File: src/rtl/tx_cmd_pacer.sv
// Command byte pacer: small FIFO in front of the UART transmitter that launches one byte at a time
// and enforces an idle gap after each transmission completes before the next launch.
module tx_cmd_pacer #(
  parameter int DEPTH      = 4,
  parameter int GAP_CYCLES = 50000,
  parameter int BUSY_WAIT  = 8
) (
  input  logic                     clk,
  input  logic                     rst,
  input  logic [7:0]               cmd_in,
  input  logic                     cmd_valid,
  output logic                     cmd_ready,
  output logic [7:0]               uart_data,
  output logic                     uart_start,
  input  logic                     uart_busy,
  output logic [7:0]               prev_tx,
  output logic                     sent_pulse,
  output logic [$clog2(DEPTH):0]   fifo_count,
  output logic                     idle
);

  localparam int PTR_W   = $clog2(DEPTH);
  localparam int CNT_W   = PTR_W + 1;
  localparam int TMR_MAX = (GAP_CYCLES > BUSY_WAIT) ? GAP_CYCLES : BUSY_WAIT;
  localparam int TMR_W   = $clog2(TMR_MAX + 1);
  localparam logic [TMR_W-1:0] GAP_LAST = TMR_W'(GAP_CYCLES - 1);
  localparam logic [TMR_W-1:0] BSY_LAST = TMR_W'(BUSY_WAIT - 1);

  typedef enum logic [2:0] {
    S_IDLE,
    S_LAUNCH,
    S_WAIT_BSY,
    S_WAIT_DONE,
    S_GAP
  } state_t;

  state_t            state;
  logic [7:0]        mem [DEPTH];
  logic [PTR_W-1:0]  wr_ptr;
  logic [PTR_W-1:0]  rd_ptr;
  logic [TMR_W-1:0]  tmr;
  logic              push;
  logic              pop;

  // Ready comes from the registered count, so a full FIFO refuses a push even in the pop cycle.
  assign cmd_ready = (fifo_count < CNT_W'(DEPTH));
  assign push      = cmd_valid && cmd_ready;
  assign pop       = (state == S_LAUNCH);
  assign idle      = (fifo_count == '0) && (state == S_IDLE);

  // NOTE: the storage array has no reset; pointers and count alone define which entries are valid.
  always_ff @(posedge clk) begin
    if (push) mem[wr_ptr] <= cmd_in;
  end

  always_ff @(posedge clk) begin
    if (rst) begin
      wr_ptr     <= '0;
      rd_ptr     <= '0;
      fifo_count <= '0;
    end else begin
      if (push) wr_ptr <= wr_ptr + PTR_W'(1);
      if (pop)  rd_ptr <= rd_ptr + PTR_W'(1);
      case ({push, pop})
        2'b10:   fifo_count <= fifo_count + CNT_W'(1);
        2'b01:   fifo_count <= fifo_count - CNT_W'(1);
        default: fifo_count <= fifo_count;
      endcase
    end
  end

  always_ff @(posedge clk) begin
    if (rst) begin
      state      <= S_IDLE;
      tmr        <= '0;
      uart_start <= 1'b0;
      sent_pulse <= 1'b0;
      uart_data  <= 8'h00;
      prev_tx    <= 8'h00;
    end else begin
      // NOTE: pulses default low here; a later non-blocking assignment in the same edge wins.
      uart_start <= 1'b0;
      sent_pulse <= 1'b0;
      case (state)
        S_IDLE: begin
          if (fifo_count != '0) state <= S_LAUNCH;
        end
        S_LAUNCH: begin
          uart_data  <= mem[rd_ptr];
          prev_tx    <= mem[rd_ptr];
          uart_start <= 1'b1;
          tmr        <= '0;
          state      <= S_WAIT_BSY;
        end
        S_WAIT_BSY: begin
          // A UART that never raises busy is treated as having sent the byte after BUSY_WAIT clocks.
          if (uart_busy) begin
            state <= S_WAIT_DONE;
          end else if (tmr == BSY_LAST) begin
            sent_pulse <= 1'b1;
            tmr        <= '0;
            state      <= S_GAP;
          end else begin
            tmr <= tmr + TMR_W'(1);
          end
        end
        S_WAIT_DONE: begin
          if (!uart_busy) begin
            sent_pulse <= 1'b1;
            tmr        <= '0;
            state      <= S_GAP;
          end
        end
        S_GAP: begin
          if (tmr == GAP_LAST) state <= S_IDLE;
          else                 tmr   <= tmr + TMR_W'(1);
        end
        default: state <= S_IDLE;
      endcase
    end
  end

endmodule

File: config.mk
export PLATFORM = sky130hd
export DESIGN_NAME = tx_cmd_pacer
export DESIGN_NICKNAME = d
export VERILOG_FILES = /design/src/rtl/tx_cmd_pacer.sv
export SDC_FILE = /design/constraint.sdc
export NUM_CORES = 1
export LEC_CHECK = 0
export CAP_MARGIN = 15
export CORE_ASPECT_RATIO = 1.25
export CORE_UTILIZATION = 44
export DETAILED_ROUTE_END_ITERATION = 16
export GPL_TIMING_DRIVEN = 0
export PLACE_DENSITY_LB_ADDON = 0.3
export REMOVE_ABC_BUFFERS = 1
export SLEW_MARGIN = 20
export SYNTH_ARGS = -nofsm -noshare
export SYNTH_HDL_FRONTEND = slang
export SYNTH_SLANG_ARGS = --single-unit
File: constraint.sdc
create_clock -name clk -period 6.2 [get_ports clk]
set_clock_uncertainty 0.15 [all_clocks]
set_input_delay 1.55 -clock clk [delete_from_list [all_inputs] [get_ports clk]]
set_output_delay 1.55 -clock clk [all_outputs]
set_load 0.1 [all_outputs]
After elaboration in Yosys (flattened, before gate mapping)
Memory sizes are Yosys's and may differ from the RTL's. A register that Yosys moved wholly into a read port is not among the register bits.
Cells that the tools add are included.
- add/subtract/negate cells: 5
- eq/ne operators: 14
- multiplexer cells: 19
- magnitude comparators: 1
- reductions and logical operators: 9
- operators by type and width (cell ; number):
    two-way mux 16 bit ; 4
    case mux 16 bit (4 select lines) ; 1
    adder 16 x 1 -> 16 bit (second input constant) ; 1
    equality test 16 bit (second input constant) ; 1
    equality test 16 x 3 -> 1 bit (second input constant) ; 1
    two-way mux 3 bit ; 5
    case mux 3 bit (5 select lines) ; 1
    != test 2 bit (second input constant) ; 4
    AND reduction 4 bit ; 2
    equality test 3 x 2 -> 1 bit (second input constant) ; 2
    logical NOT 3 bit ; 2
    two-way mux 1 bit ; 6
    case mux 3 bit (2 select lines) ; 1
    adder 2 x 1 -> 2 bit (second input constant) ; 2
    nonzero test 4 bit ; 1
    adder 3 x 1 -> 3 bit (second input constant) ; 1
    equality test 3 x 1 -> 1 bit (second input constant) ; 1
    equality test 3 bit (second input constant) ; 1
    < comparator 3 bit (second input constant) ; 1
    != test 3 bit (second input constant) ; 1
    nonzero test 3 bit ; 1
    subtractor 3 x 1 -> 3 bit (second input constant) ; 1
    equality test 2 x 1 -> 1 bit (second input constant) ; 1
    equality test 2 bit (second input constant) ; 1
    4 further kinds ; 5
- bits in writable memories: 32
- input port bits: 12
- logic and storage cells: 56
- memories kept: 1
- output and inout bits: 23
- register bits after elaboration: 28
- memories (memory ; words ; bits a word ; read ports ; clocked after memory_dff ; wr ports ; RTL line ; text):
    mem ; 4 ; 8 ; 1 ; 1 ; 1 ; 38 ; logic [7:0] mem [DEPTH];

Longest topological paths before layout
Gate-level depths: netlist (run 1).
- word-level depth: 4
- mapped depth: 11
- depth with buffers taken out: 9

Worst setup path before layout (run 1)
OpenSTA, ideal clock, no wires.
- kind: flip-flop to output port
- start point: register fifo_count[2]
- end point: output idle
- buffers on the path: 0
- cell stages (with the launch flop): 4
- slack: 1.496 ns
- arrival: 3.004 ns
- cells stage by stage: dfxtp_1 nor2_1 nand2_1 nor3_1
- cells in the longest elaborated chain, start to end: 2
- RTL lines (item ; RTL line ; text):
    start, declared ; 18 ; output logic [$clog2(DEPTH):0] fifo_count,
    start signal, assigned ; 65 ; 2'b10: fifo_count <= fifo_count + CNT_W'(1);
    start signal, assigned ; 66 ; 2'b01: fifo_count <= fifo_count - CNT_W'(1);
    start signal, assigned ; 67 ; default: fifo_count <= fifo_count;
    logical NOT 3 bit ; 49 ; assign idle = (fifo_count == '0) && (state == S_IDLE);
    logical AND 1 bit ; 49 ;
    end, declared ; 19 ; output logic idle
Every way passes these cells.

Worst setup path in the final report (run 1)
- start point: register state[0]
- end point: output idle
- cells in the longest elaborated chain, start to end: 2
- RTL lines (item ; RTL line ; text):
    start, declared ; 37 ; state_t state;
    start signal, assigned ; 74 ; state <= S_IDLE;
    start signal, assigned ; 86 ; if (fifo_count != '0) state <= S_LAUNCH;
    start signal, assigned ; 93 ; state <= S_WAIT_BSY;
    logical NOT 3 bit ; 49 ;
    logical AND 1 bit ; 49 ;
Every way passes these cells.

==> results of run 1 <==
[worst max-delay path, stage by stage, from the launching register on]
cell and delay [ps]:
dfxtp_1 350, nor2_1 210, nand2_1 70, nor3_1 200, clkdlybuf4s50_1 1180
[area by class of cell]
| cell class | instances | area share |
|---|---|---|
| sequential | 68 | 0.471 |
| clock buffer | 9 | 0.0347 |
| multi-input combinational | 168 | 0.331 |
| clock inverter | 7 | 0.0214 |
| tap | 87 | 0.0305 |
| inverter | 15 | 0.0158 |
| timing repair buffer | 34 | 0.0953 |
[cells in the final DEF, fill, tap and decap left out, types with 7 or more instances in the layout]
cell type / count
nor2_1: 17
edfxtp_1: 32
inv_1: 15
clkbuf_8: 9
o21ai_1: 7
nand2_1: 26
clkdlybuf4s50_1: 34
a21oi_1: 16
mux4_2: 8
dfxtp_1: 36
[metrics by stage]
stage          setup slack (ps)  total power, W  utilization  instance area (sq um)
6_report                   2150         0.00164        0.541                   3570
5_1_grt                    1990         0.00171        0.541                   3570
3_3_place_gp               2090         0.00128        0.510                   3370
4_1_cts                    2120         0.00165        0.541                   3570
2_1_floorplan              1500         0.00113            -                   2920
3_5_place_dp               2070         0.00129        0.510                   3370
[where the power goes]
group          internal (W)  switching, W
registers          0.000533     0.0000543
clock network      0.000188      0.000180
logic              0.000191      0.000495
[path summary, 6_finish.rpt]
check | endpoint | slack (ps) | cells after the start
setup / recovery | idle | 2150 | 4
hold / removal | prev_tx[2]$_SDFFE_PP0P_ | 320 | 2
setup reg to reg | fifo_count[2]$_SDFFE_PP0P_ | 3400 | 9
hold reg to reg | prev_tx[2]$_SDFFE_PP0P_ | 320 | 2
[logic make-up (layout without fill, tap and decap cells)]
| logic type | count (synthesis) | after routing | share of synthesized area |
|---|---|---|---|
| AO/OA/AOI/OAI | 55 | 55 | 0.119 |
| XOR/XNOR | 5 | 5 | 0.0144 |
| adder cells (fa/ha/maj) | 7 | 7 | 0.0312 |
| buffers and inverters | 35 | 65 | 0.0592 |
| flip-flops | 68 | 68 | 0.552 |
| multiplexers | 8 | 8 | 0.0592 |
| AND/OR/NAND/NOR | 93 | 93 | 0.165 |
[state kept, by name, summed over array words and instances, names as in the netlist]
signal,flops
fifo_count,3
tmr,16
sent_pulse,1
wr_ptr,2
state,3
rd_ptr,2
prev_tx,8
uart_start,1
mem,32
[per-layer routing]
layer / routed length [um] / vias up / track usage
met5: 0 / - / 0
met4: 111 / 0 / 0.0929
met3: 183 / 11 / 0.0335
met2: 2890 / 32 / 0.314
met1: 2470 / 1004 / 0.198
li1: - / 1035 / -
==> results.ini, run 1 <==
[cts]
clkSinkCount = 68
h-tree-depth = 3
cts-root-buf = clkbuf_8
tritoncts = yes
cts_setup_buffers = 0
cts_buffer_depth = 2
clk_pin_slew_ps = 80
ctsResizeCount = 0
cts_buffers = 9
cts_hold_buf = 0
clock_latency_ps = 340

[synthesis]
yosysMostFrequentCell = dfxtp_1
synthArstFlopShare = 0
yosys-top-cells-count = 36 x dfxtp_1, 32 x edfxtp_1, 26 x nand2_1, 17 x nor2_1, 16 x a21oi_1
yosys.area.top_type_share = 0.316
synthCells = 271
syn_avg_cell_area_sq_um = 11.2
synth-edff-count = 32
synth_seq_cells = 68
synth_cell_types = 49
synth.area.top_cells = edfxtp_1 32%, dfxtp_1 24%, mux4_2 5.9%
netlist_area_sq_um = 3050
seq_area_frac_synth = 0.552
synth_ff_type = dfxtp_1
yosys_warnings = 0
synth_top_area_cell = edfxtp_1

[grt]
grt_pass1_wl_um = 9670
antenna_found_initial = 0
gr-usage-all-layers = 0.175
overflow = 0
grt_max_degree = 25
first_global_vias = 2032

[die]
dieArea_sq_um = 7260
pin_count = 35
core_sq_um = 6610
start_util = 0.461
die_y_um = 95.0
row_count = 33
die_w_um = 76.4

[critical_path]
crit_path_start_kind = flip-flop
cp_max_fo = 5
startpoint = state[0]$_SDFFE_PP0P_
r2r_start = state[1]$_SDFFE_PP0P_
crit_required_ps = 4500
end_kind = output port
worstSetupPathType = flip-flop to output port
critPathArrivalTime_ps = 2350

[power]
power_density_nw_per_um2 = 460
peakVddDrop_v = 0.000277
power_leakage_nw = 1.20

[cells_and_area]
area_growth_syn_to_layout_pct = 17.3
layout-drive-gt1-share = 0.113
fin_nets = 315
insertedDiodeCount = 0
fillers = 578
final-seq-area_sq_um = 1680
instances_no_fill = 388
multiInputGateArea_sq_um = 1180

[placement]
dpl.cell_count = 372
port-buffer-count = 34
gp_congestion = 0.802
dp_hpwl_um = 3830

[timing]
timing.final.max_slew_violations = 0
hold_slack_ps = 322
hold_viol_final = 0
timing.slew.headroom = 0.306
finalSetupViolations = 0
fmax_mhz = 247
finalCriticalPeriod_ps = 4050
rsz0062_at_grt = no
setup_tns_ps = 0
period_share = 0.654
tightest_slew_ps = 1030

[hold_path]
hold_class = flip-flop to flip-flop
worstHoldStart = prev_tx[2]$_SDFFE_PP0P_

[route]
avgRoutedWirePerCell_um = 14.6
drtIter0Drc = 173
finalWirelength_um = 5650
via_per_inst = 5.37
ant_nets = 0
num_vias = 2082
firstDrtPassIters = 5
drc = 0

[run_status]
status = finished clean

[job]
drv_cap = 0

Power figures use the tool's default switching activity.
==> run 2: changes to the inputs <==
Clock period 6.2 ns to 4.1 ns, I/O delays scaled along.
==> results of run 2 <==
The final DEF is identical to that of run 1. Status: finished clean.
Among the figures that moved: setup slack after placement 2070 ps -> 498 ps; setup slack after layout 2150 ps -> 570 ps; register-to-register setup slack 3400 ps -> 1300 ps; total power 0.00164 W -> 0.00248 W; worst IR drop on VDD 0.000277 V -> 0.000419 V
==> run 3: changes to the inputs <==
Clock period 4.1 ns to 4.5 ns, I/O delays scaled along.
==> results of run 3 <==
The final DEF is identical to that of run 1. Status: finished clean.
Among the figures that moved: setup slack after placement 2070 ps -> 798 ps; setup slack after layout 2150 ps -> 870 ps; register-to-register setup slack 3400 ps -> 1700 ps; total power 0.00164 W -> 0.00226 W; worst IR drop on VDD 0.000277 V -> 0.000382 V
